==> config.mk <==
export PLATFORM = sky130hd
export DESIGN_NAME = renkon_ctrl_window
export DESIGN_NICKNAME = d
export VERILOG_FILES = /design/src/rtl/renkon_pkg.sv /design/src/rtl/renkon_wrap_counter.sv /design/src/rtl/renkon_ctrl_window.sv
export SDC_FILE = /design/constraint.sdc
export NUM_CORES = 1
export LEC_CHECK = 0
export BUFFER_PORTS_ARGS = -buffer_cell sky130_fd_sc_hd__buf_2
export CAP_MARGIN = 20
export CORE_MARGIN = 1
export CORE_UTILIZATION = 35
export CTS_CLUSTER_SIZE = 10
export DETAILED_ROUTE_END_ITERATION = 16
export GPL_TIMING_DRIVEN = 0
export SLEW_MARGIN = 20
export SYNTH_ARGS = -nofsm -noshare
export SYNTH_HDL_FRONTEND = slang
export SYNTH_SLANG_ARGS = --single-unit
==> constraint.sdc <==
create_clock -name clk -period 2.5 [get_ports clk]
set_input_delay 0.5 -clock clk [delete_from_list [all_inputs] [get_ports clk]]
set_output_delay 0.5 -clock clk [all_outputs]
set_load 0.02 [all_outputs]
==> src/rtl/renkon_pkg.sv <==
// Shared renkon definitions: window-controller FSM states and default geometry.
package renkon_pkg;

  typedef enum logic [1:0] {
    ST_IDLE    = 2'd0,
    ST_PRELOAD = 2'd1,
    ST_STREAM  = 2'd2,
    ST_DONE    = 2'd3
  } state_e;

  localparam int FSIZE_DEF  = 5;
  localparam int LWIDTH_DEF = 6;

endpackage

==> src/rtl/renkon_wrap_counter.sv <==
// Up-counter that runs 0..limit and wraps, with a one-cycle wrap strobe and a
// synchronous clear; used for the column counter and the line-buffer ring.
module renkon_wrap_counter
  import renkon_pkg::*;
#(
  parameter int WIDTH = LWIDTH_DEF
) (
  input  logic             clk,
  input  logic             rst,
  input  logic             clr,
  input  logic             en,
  input  logic [WIDTH-1:0] limit,
  output logic [WIDTH-1:0] count,
  output logic             wrap
);

  logic [WIDTH-1:0] count_q;
  logic [WIDTH-1:0] count_d;

  assign wrap  = en && (count_q == limit);
  assign count = count_q;

  always_comb begin
    count_d = count_q;
    if (clr) begin
      count_d = '0;
    end else if (en) begin
      count_d = wrap ? '0 : count_q + WIDTH'(1);
    end
  end

  always_ff @(posedge clk or posedge rst) begin
    if (rst) begin
      count_q <= '0;
    end else begin
      count_q <= count_d;
    end
  end

endmodule

==> src/rtl/renkon_ctrl_window.sv <==
// Sliding-window controller: streams a square image into FSIZE line buffers and
// flags each full FSIZE x FSIZE window. Define RENKON_CTRL_WINDOW_STRIDE2_EN for stride-2 windows.
//
// state   | meaning
// IDLE    | waiting for start; counters hold, no pixels accepted
// PRELOAD | filling the first FSIZE-1 lines, no window possible yet
// STREAM  | remaining lines; windows produced, ends once last window retires
// DONE    | one-cycle done pulse, then back to IDLE
module renkon_ctrl_window
  import renkon_pkg::*;
#(
  parameter int  FSIZE  = FSIZE_DEF,
  parameter int  LWIDTH = LWIDTH_DEF,
  localparam int SELW   = $clog2(FSIZE)
) (
  input  logic              clk,
  input  logic              rst,
  input  logic              start,
  input  logic [LWIDTH-1:0] img_size,
  input  logic              in_valid,
  output logic              in_ready,
  output logic              buf_we,
  output logic [SELW-1:0]   buf_sel,
  output logic [LWIDTH-1:0] buf_addr,
  output logic [SELW-1:0]   buf_top,
  output logic              win_valid,
  input  logic              win_ready,
  output logic [LWIDTH-1:0] out_row,
  output logic [LWIDTH-1:0] out_col,
  output logic              busy,
  output logic              done,
  output logic              err
);

  localparam logic [LWIDTH-1:0] FS_L     = LWIDTH'(FSIZE);
  localparam logic [LWIDTH-1:0] EDGE     = LWIDTH'(FSIZE - 1);
  localparam logic [LWIDTH-1:0] PRE_LAST = LWIDTH'(FSIZE - 2);
  localparam logic [SELW-1:0]   SEL_MAX  = SELW'(FSIZE - 1);

  state_e            state_q, state_d;
  logic [LWIDTH-1:0] img_size_q, img_size_d;
  logic [LWIDTH-1:0] row_q, row_d;
  logic [LWIDTH-1:0] out_row_q, out_row_d;
  logic [LWIDTH-1:0] out_col_q, out_col_d;
  logic              win_valid_q, win_valid_d;
  logic              busy_q, busy_d;
  logic              done_q, done_d;
  logic              err_q, err_d;
  logic              last_q, last_d;

  logic              accept;
  logic              frame_start;
  logic [LWIDTH-1:0] col;
  logic              col_wrap;
  logic [SELW-1:0]   sel;
  logic              sel_wrap_unused;
  logic [LWIDTH-1:0] dr;
  logic [LWIDTH-1:0] dc;
  logic              win_pos;
  logic              win_set;
  logic              last_pix;

  // Once the final pixel is in, further beats would corrupt the counters.
  assign in_ready    = busy_q && (state_q != ST_DONE) && !last_q && !(win_valid_q && !win_ready);
  assign accept      = in_valid && in_ready;
  assign frame_start = (state_q == ST_IDLE) && start && (img_size >= FS_L);

  renkon_wrap_counter #(.WIDTH(LWIDTH)) u_col_cnt (
    .clk   (clk),
    .rst   (rst),
    .clr   (frame_start),
    .en    (accept),
    .limit (img_size_q - LWIDTH'(1)),
    .count (col),
    .wrap  (col_wrap)
  );

  renkon_wrap_counter #(.WIDTH(SELW)) u_sel_ring (
    .clk   (clk),
    .rst   (rst),
    .clr   (frame_start),
    .en    (col_wrap),
    .limit (SEL_MAX),
    .count (sel),
    .wrap  (sel_wrap_unused)
  );

  assign buf_we   = accept;
  assign buf_sel  = sel;
  assign buf_addr = col;
  assign buf_top  = (row_q >= EDGE) ? ((sel == SEL_MAX) ? '0 : sel + SELW'(1)) : '0;

  assign dr       = row_q - EDGE;
  assign dc       = col - EDGE;
  assign win_pos  = accept && (row_q >= EDGE) && (col >= EDGE);
  assign last_pix = col_wrap && (row_q == img_size_q - LWIDTH'(1));

`ifdef RENKON_CTRL_WINDOW_STRIDE2_EN
  assign win_set = win_pos && !dr[0] && !dc[0];
`else
  assign win_set = win_pos;
`endif

  always_comb begin
    state_d     = state_q;
    img_size_d  = img_size_q;
    row_d       = row_q;
    out_row_d   = out_row_q;
    out_col_d   = out_col_q;
    win_valid_d = win_valid_q;
    err_d       = err_q;
    last_d      = last_q;

    // Retire and register in the same cycle, so back-to-back windows have no bubble.
    if (win_valid_q && win_ready) begin
      win_valid_d = 1'b0;
    end
    if (win_set) begin
      win_valid_d = 1'b1;
`ifdef RENKON_CTRL_WINDOW_STRIDE2_EN
      out_row_d   = {1'b0, dr[LWIDTH-1:1]};
      out_col_d   = {1'b0, dc[LWIDTH-1:1]};
`else
      out_row_d   = dr;
      out_col_d   = dc;
`endif
    end
    if (col_wrap) begin
      row_d = row_q + LWIDTH'(1);
    end
    if (last_pix) begin
      last_d = 1'b1;
    end

    case (state_q)
      ST_IDLE: begin
        if (start) begin
          if (img_size >= FS_L) begin
            img_size_d = img_size;
            row_d      = '0;
            last_d     = 1'b0;
            err_d      = 1'b0;
            state_d    = ST_PRELOAD;
          end else begin
            err_d = 1'b1;
          end
        end
      end
      ST_PRELOAD: begin
        if (col_wrap && (row_q == PRE_LAST)) begin
          state_d = ST_STREAM;
        end
      end
      ST_STREAM: begin
        if (last_q && (!win_valid_q || win_ready)) begin
          state_d = ST_DONE;
        end
      end
      ST_DONE: begin
        state_d = ST_IDLE;
      end
      default: begin
        state_d = ST_IDLE;
      end
    endcase

    busy_d = (state_d != ST_IDLE);
    done_d = (state_d == ST_DONE);
  end

  always_ff @(posedge clk or posedge rst) begin
    if (rst) begin
      state_q     <= ST_IDLE;
      img_size_q  <= '0;
      row_q       <= '0;
      out_row_q   <= '0;
      out_col_q   <= '0;
      win_valid_q <= 1'b0;
      busy_q      <= 1'b0;
      done_q      <= 1'b0;
      err_q       <= 1'b0;
      last_q      <= 1'b0;
    end else begin
      state_q     <= state_d;
      img_size_q  <= img_size_d;
      row_q       <= row_d;
      out_row_q   <= out_row_d;
      out_col_q   <= out_col_d;
      win_valid_q <= win_valid_d;
      busy_q      <= busy_d;
      done_q      <= done_d;
      err_q       <= err_d;
      last_q      <= last_d;
    end
  end

  assign win_valid = win_valid_q;
  assign out_row   = out_row_q;
  assign out_col   = out_col_q;
  assign busy      = busy_q;
  assign done      = done_q;
  assign err       = err_q;

endmodule

==> run metrics, run 1 <==
total power per unit cell area 974 nW/um2; Final Hold Fails 0; Tmin final between 2000 and 2500 ps; Slew Viols, Final 0; commonest non-fill, non-tap cell in the layout buf_2; Setup CP Type reg2reg; final instance area ~2700 um2; Worst setup SP type flop; outcome completed; routability congestion estimate 0.832; share of layout cells above drive strength 1 21.6%; DP Wirelength 3900 um; IO buf count 40; Post-synth EDFFs 0; placed inst area 2600 um2; global route total overflow 0; num ports 41; core area 6310 um2; Clock Tree Buf Depth 2; area grow syn2layout 19.4%; syn avg cell area about 9.3 um2; Syn. warnings 0; clk_skew 4.99 ps; CTS Buf Count 5; Slew Limit Headroom 41.9%; CTS sink cnt 40; Rows 29; Initial DRC Count 112; max_cap viols 0; vias in the first global route 1800; Worst Tran Pin Value a little under 900 ps; DRC Markers 0; initial antenna violation count 0; data required time at the worst endpoint around 2700 ps; layout net count 321; most frequent cells in the layout buf_2, dfrtp_1, nand2_1, o21ai_0, inv_1; Routed WL per cell 13.9 um; vias 1903; overall routed net length 5190 um; Synth area leaders dfrtp_1, ha_1, nand2_1; total track usage 17.4%; Tcrit/Tclk final 96.0%; fraction of registers with async set or reset after synthesis 100%; Peak VDD IR 0.473 mV; H-tree depth 2; Yosys top cell area share 43.9%; Synth Register Bits 40; Worst-Skew Late Latency roughly 300 ps; TritonRoute pass-1 iters 7; synthesized instance count 246; largest area contributor in the netlist dfrtp_1; Mapped Area 2280 um2; CP Data Arrival Time 2630 ps; Initial Util a little over a third; DIE WIDTH between 80 and 90 um; clk root buf clkbuf_8; Hold Path Class in2async; FMAX about 420 MHz; first-pass GRT wire length just under 9000 um; die height just over 80 um; ys flop type dfrtp_1; Fill cells 638; Leak 1.29 nW; Worst Setup End Kind flop; CP max FO 8; RSZ-0062 raised after global routing false; drt via density between 5 and 6; Final ANT Viol Nets 0; Final TNS setup 0 ps; CTS tree done; largest net degree at the start of global routing 23; Inst Count DP 364; Mapped Nets 271; Clock Pin Slew Worst Setup and Hold Paths 80 ps; Inserted Diodes 0; Synth cell types 42; Finish-stage setup viols 0; Die ar. around 7000 um2; final core occ between 40% and 50%; post-synthesis sequential area ratio 43.9%; cts hold-fix bufs 0; Non-Filler Instances 373
[flip-flops by register name, indices dropped and copies added (netlist names)]
name	cells
row_q	6
u_col_cnt.count	6
err	1
win_valid	1
done	1
state_q	2
last_q	1
busy	1
out_row	6
img_size_q	6
u_sel_ring.count	3
out_col	6
[final timing paths]
check / from / endpoint / slack, ps / depth (start not counted)
setup / recovery: img_size_q[0] / row_q[3] / 100 / 8
hold / removal: rst / out_col[2] / 200 / 2
setup reg to reg: img_size_q[0] / row_q[3] / 100 / 8
hold reg to reg: out_col[1] / out_col[1] / 480 / 2
max in group asynchronous: rst / img_size_q[0] / 1840 / 3
min in group clk: img_size[3] / img_size_q[3] / 410 / 3
[final cells by class]
type	count	area, um2	share of cell area (%)
multi-input combinational	181	1190	43.6
sequential	40	1000	36.8
buffer	10	58.8	2.16
clock inverter	1	5.00	0.184
timing repair buffer	43	243	8.92
clock buffer	6	72.6	2.67
inverter	15	56.3	2.07
tap	77	96.3	3.54
[what timing repair did]
item                                    CTS  global route
buffers inserted                          0             2
endpoints found under the setup margin    4            15
resized for setup                         1             5
gates cloned                              0             0
[critical path, cell delays in order (launching register included)]
cell	delay, ps
dfrtp_2	440
inv_1	120
ha_4	150
nor3b_4	200
xnor2_1	120
or4_1	500
buf_2	180
or4_1	470
a21oi_1	150
[cells in the mapped netlist, types with 2 or more instances]
library cell	count
nand3b_1	2
nor2_1	7
mux2i_1	3
nand2_1	36
inv_1	15
a22o_1	2
o21ai_0	27
xor2_1	6
nor4_1	5
o22ai_1	2
a21oi_1	8
or4_1	2
nand3_1	13
dfrtp_1	40
nor3_1	8
nand2b_1	5
and2_1	3
xnor2_1	13
nand4_1	5
o31ai_1	2
buf_4	3
ha_1	14
clkbuf_1	5
a31oi_1	2
[cell families after synthesis]
kind of cell,Yosys count,share of synthesized area [%]
and+or+nand+nor,92,20.4
AOI/OAI and AO/OA,51,12.9
DFF,40,43.9
buffers and inverters,25,4.99
xor gates and xnor gates,20,8.34
adders and majority gates,14,7.68
muxes,4,1.81
[power breakdown]
part           switching, mW  total [mW]  internal, mW
Clock                  0.226       0.416         0.190
Combinational          0.731        1.24         0.510
Sequential             0.175       0.994         0.819
[through the flow]
stage / hold slack (ps) / setup WS (ps) / total power [mW]
floorplan: 489 / 201 / 1.85
global placement: 461 / -158 / 2.15
detailed placement: 467 / -193 / 2.19
CTS: 208 / 4.35 / 2.62
global route: 226 / 19.0 / 2.87
finish: 195 / 99.3 / 2.65
[routing by layer]
layer	up-vias	track usage (%)	share of wire, %
met5	-	0	0
li1	956	-	-
met4	0	6.21	1.4
met1	899	23.1	48
met2	42	28.1	47
met3	6	3.30	4.1
No activity file was read; power rests on OpenSTA's default activity.
==> run 2: changes to the inputs <==
--- a/config.mk
+++ b/config.mk
@@ -12,6 +12,7 @@
 export CTS_CLUSTER_SIZE = 10
 export DETAILED_ROUTE_END_ITERATION = 16
 export GPL_TIMING_DRIVEN = 0
+export SETUP_SLACK_MARGIN = 0.2
 export SLEW_MARGIN = 20
 export SYNTH_ARGS = -nofsm -noshare
 export SYNTH_HDL_FRONTEND = slang
==> constraint.sdc (replaced) <==
create_clock -name clk -period 3.09 [get_ports clk]
set_input_delay 0.618 -clock clk [delete_from_list [all_inputs] [get_ports clk]]
set_output_delay 0.618 -clock clk [all_outputs]
set_load 0.02 [all_outputs]
==> run 2 against run 1 <==
Against the previous run:
- non-clock buffer count down 2
- critical path type unchanged
- sequential share of layout area up 0.42 points
- worst hold slack better by 120 ps
- critical endpoint unchanged
- clock power shrank 19%
- combinational power decreased by 23%
- highest routed layer unchanged
- sequential power fell by 19%
- maximum frequency shrank 3.5%
==> run metrics, run 2 (synthesized netlist as in run 1, its figures left out) <==
max_cap viols 0; Inst Count DP 364; Worst setup SP type flop; crit-path max cell delay 510 ps; worst hold slack about 310 ps; Leak between 1 and 1.5 nW; Slew Viols, Final 0; CTS tree done; drt via density 5.11; Slew Limit Headroom a little over two fifths; CP delay by family, top simple AND/OR/NAND/NOR gates; layout net count 319; P_sw 0.902 mW; share of layout cells above drive strength 1 19.7%; cells along the critical path inv_1 > ha_1 > xor2_1 > nand2_1 > or4_1 > buf_2 > or4_1 > a21oi_1; die height ~83 um; total track usage roughly 17%; core area ~6300 um2; sequential share of power 38.3%; routability congestion estimate around 0.83; H-tree depth 2; Post-CTS Resized 0; CP max FO 8; sw frac between 40% and 50%; initial antenna violation count 0; Tcrit/Tclk final 80.5%; largest net degree at the start of global routing 23; Clock Pin Slew Worst Setup and Hold Paths 80 ps; TritonRoute pass-1 iters 7; final core occ 42.6%; total power per unit cell area 781 nW/um2; clk_skew about 5.2 ps; Worst Tran Pin Value 871 ps; CTS sink cnt 40; most frequent cells in the layout buf_2, dfrtp_1, nand2_1, o21ai_0; DP Worst Slack 291 ps; Rows 29; Non-Filler Instances roughly 370; vias in the first global route 1804; Final TNS setup 0 ps; Inserted Diodes 0; Fill cells 640; overall routed net length ~5000 um; Tmin final 2490 ps; DRC Markers 0; Final ANT Viol Nets 0; area grow syn2layout 17.9%; outcome completed; commonest non-fill, non-tap cell in the layout buf_2; RSZ-0062 raised after global routing false; num ports 41; crit-path most repeated cell or4_1; Clk pwr share 16.1%; Hold Path Class in2async; Die ar. 6840 um2; Final Hold Fails 0; CP Data Arrival Time 2720 ps; cts hold-fix bufs 0; Initial Util a little over a third; Peak VDD IR 0.393 mV; IO buf count 40; global route total overflow 0; first-pass GRT wire length 8850 um; DP Wirelength 3900 um; Setup CP Type reg2reg; critical path's slowest cell or4_1; FMAX 402 MHz; Worst-Skew Late Latency roughly 300 ps; vias 1894; Int Power about 1.2 mW; Initial DRC Count 102; Finish-stage setup viols 0; Worst Setup End Kind flop; DIE WIDTH just over 80 um; Routed WL per cell 13.8 um; Logic pwr share 45.7%; Setup WS post-layout approximately 600 ps; clk root buf clkbuf_8; data required time at the worst endpoint 3320 ps; Clock Tree Buf Depth 2; Post-CTS Setup Inserts 0; Buffers & Inverters on Critical Path 2; CTS Buf Count 5
[run 2: power groups by stage]
stage | Combinational [mW] | Sequential (mW) | Clock [mW]
after global routing | 1.08 | 0.831 | 0.366
after global placement | 0.928 | 0.815 | 0
after CTS | 0.956 | 0.806 | 0.350
after detailed placement | 0.952 | 0.816 | 0
after floorplan | 0.603 | 0.892 | 0
final | 0.959 | 0.803 | 0.337
[run 2: area by class of cell]
| class | instances | area, um2 | area share [%] |
|---|---|---|---|
| tap | 77 | 96.3 | 3.58 |
| clock buffer | 6 | 72.6 | 2.70 |
| clock inverter | 1 | 5.00 | 0.186 |
| sequential | 40 | 1000 | 37.2 |
| buffer | 10 | 57.6 | 2.14 |
| inverter | 15 | 56.3 | 2.09 |
| multi-input combinational | 181 | 1170 | 43.6 |
| timing repair buffer | 41 | 228 | 8.47 |
[run 2: routing by layer]
metal  GRT usage [%]  part of all wire (%)
met1            23.2                    48
met2            28.2                    47
met3            3.30                   4.0
met4            6.21                   1.4
met5               0                     0
[run 2: worst paths after layout]
| kind | start | end | slack (ps) | depth (start not counted) |
|---|---|---|---|---|
| min in group clk | out_col[1] | out_col[1] | 480 | 2 |
| worst max register to register | img_size_q[0] | row_q[3] | 600 | 8 |
| worst max-delay path | img_size_q[0] | row_q[3] | 600 | 8 |
| worst min register to register | out_col[1] | out_col[1] | 480 | 2 |
| max in group asynchronous | rst | row_q[4] | 2330 | 3 |
| worst min-delay path | rst | out_col[2] | 310 | 2 |
[run 2: worst register-to-register path: stages (launching register included)]
cell and delay, ps:
dfrtp_1 440, inv_1 80, ha_1 340, xor2_1 150, nand2_1 90, or4_1 510
buf_2 180, or4_1 480, a21oi_1 150
[run 2: per-stage QoR]
stage	power [mW]	area, um2
floorplan	1.50	2280
global placement	1.74	2580
detailed placement	1.77	2600
CTS	2.11	2680
global route	2.28	2690
finish	2.10	2690
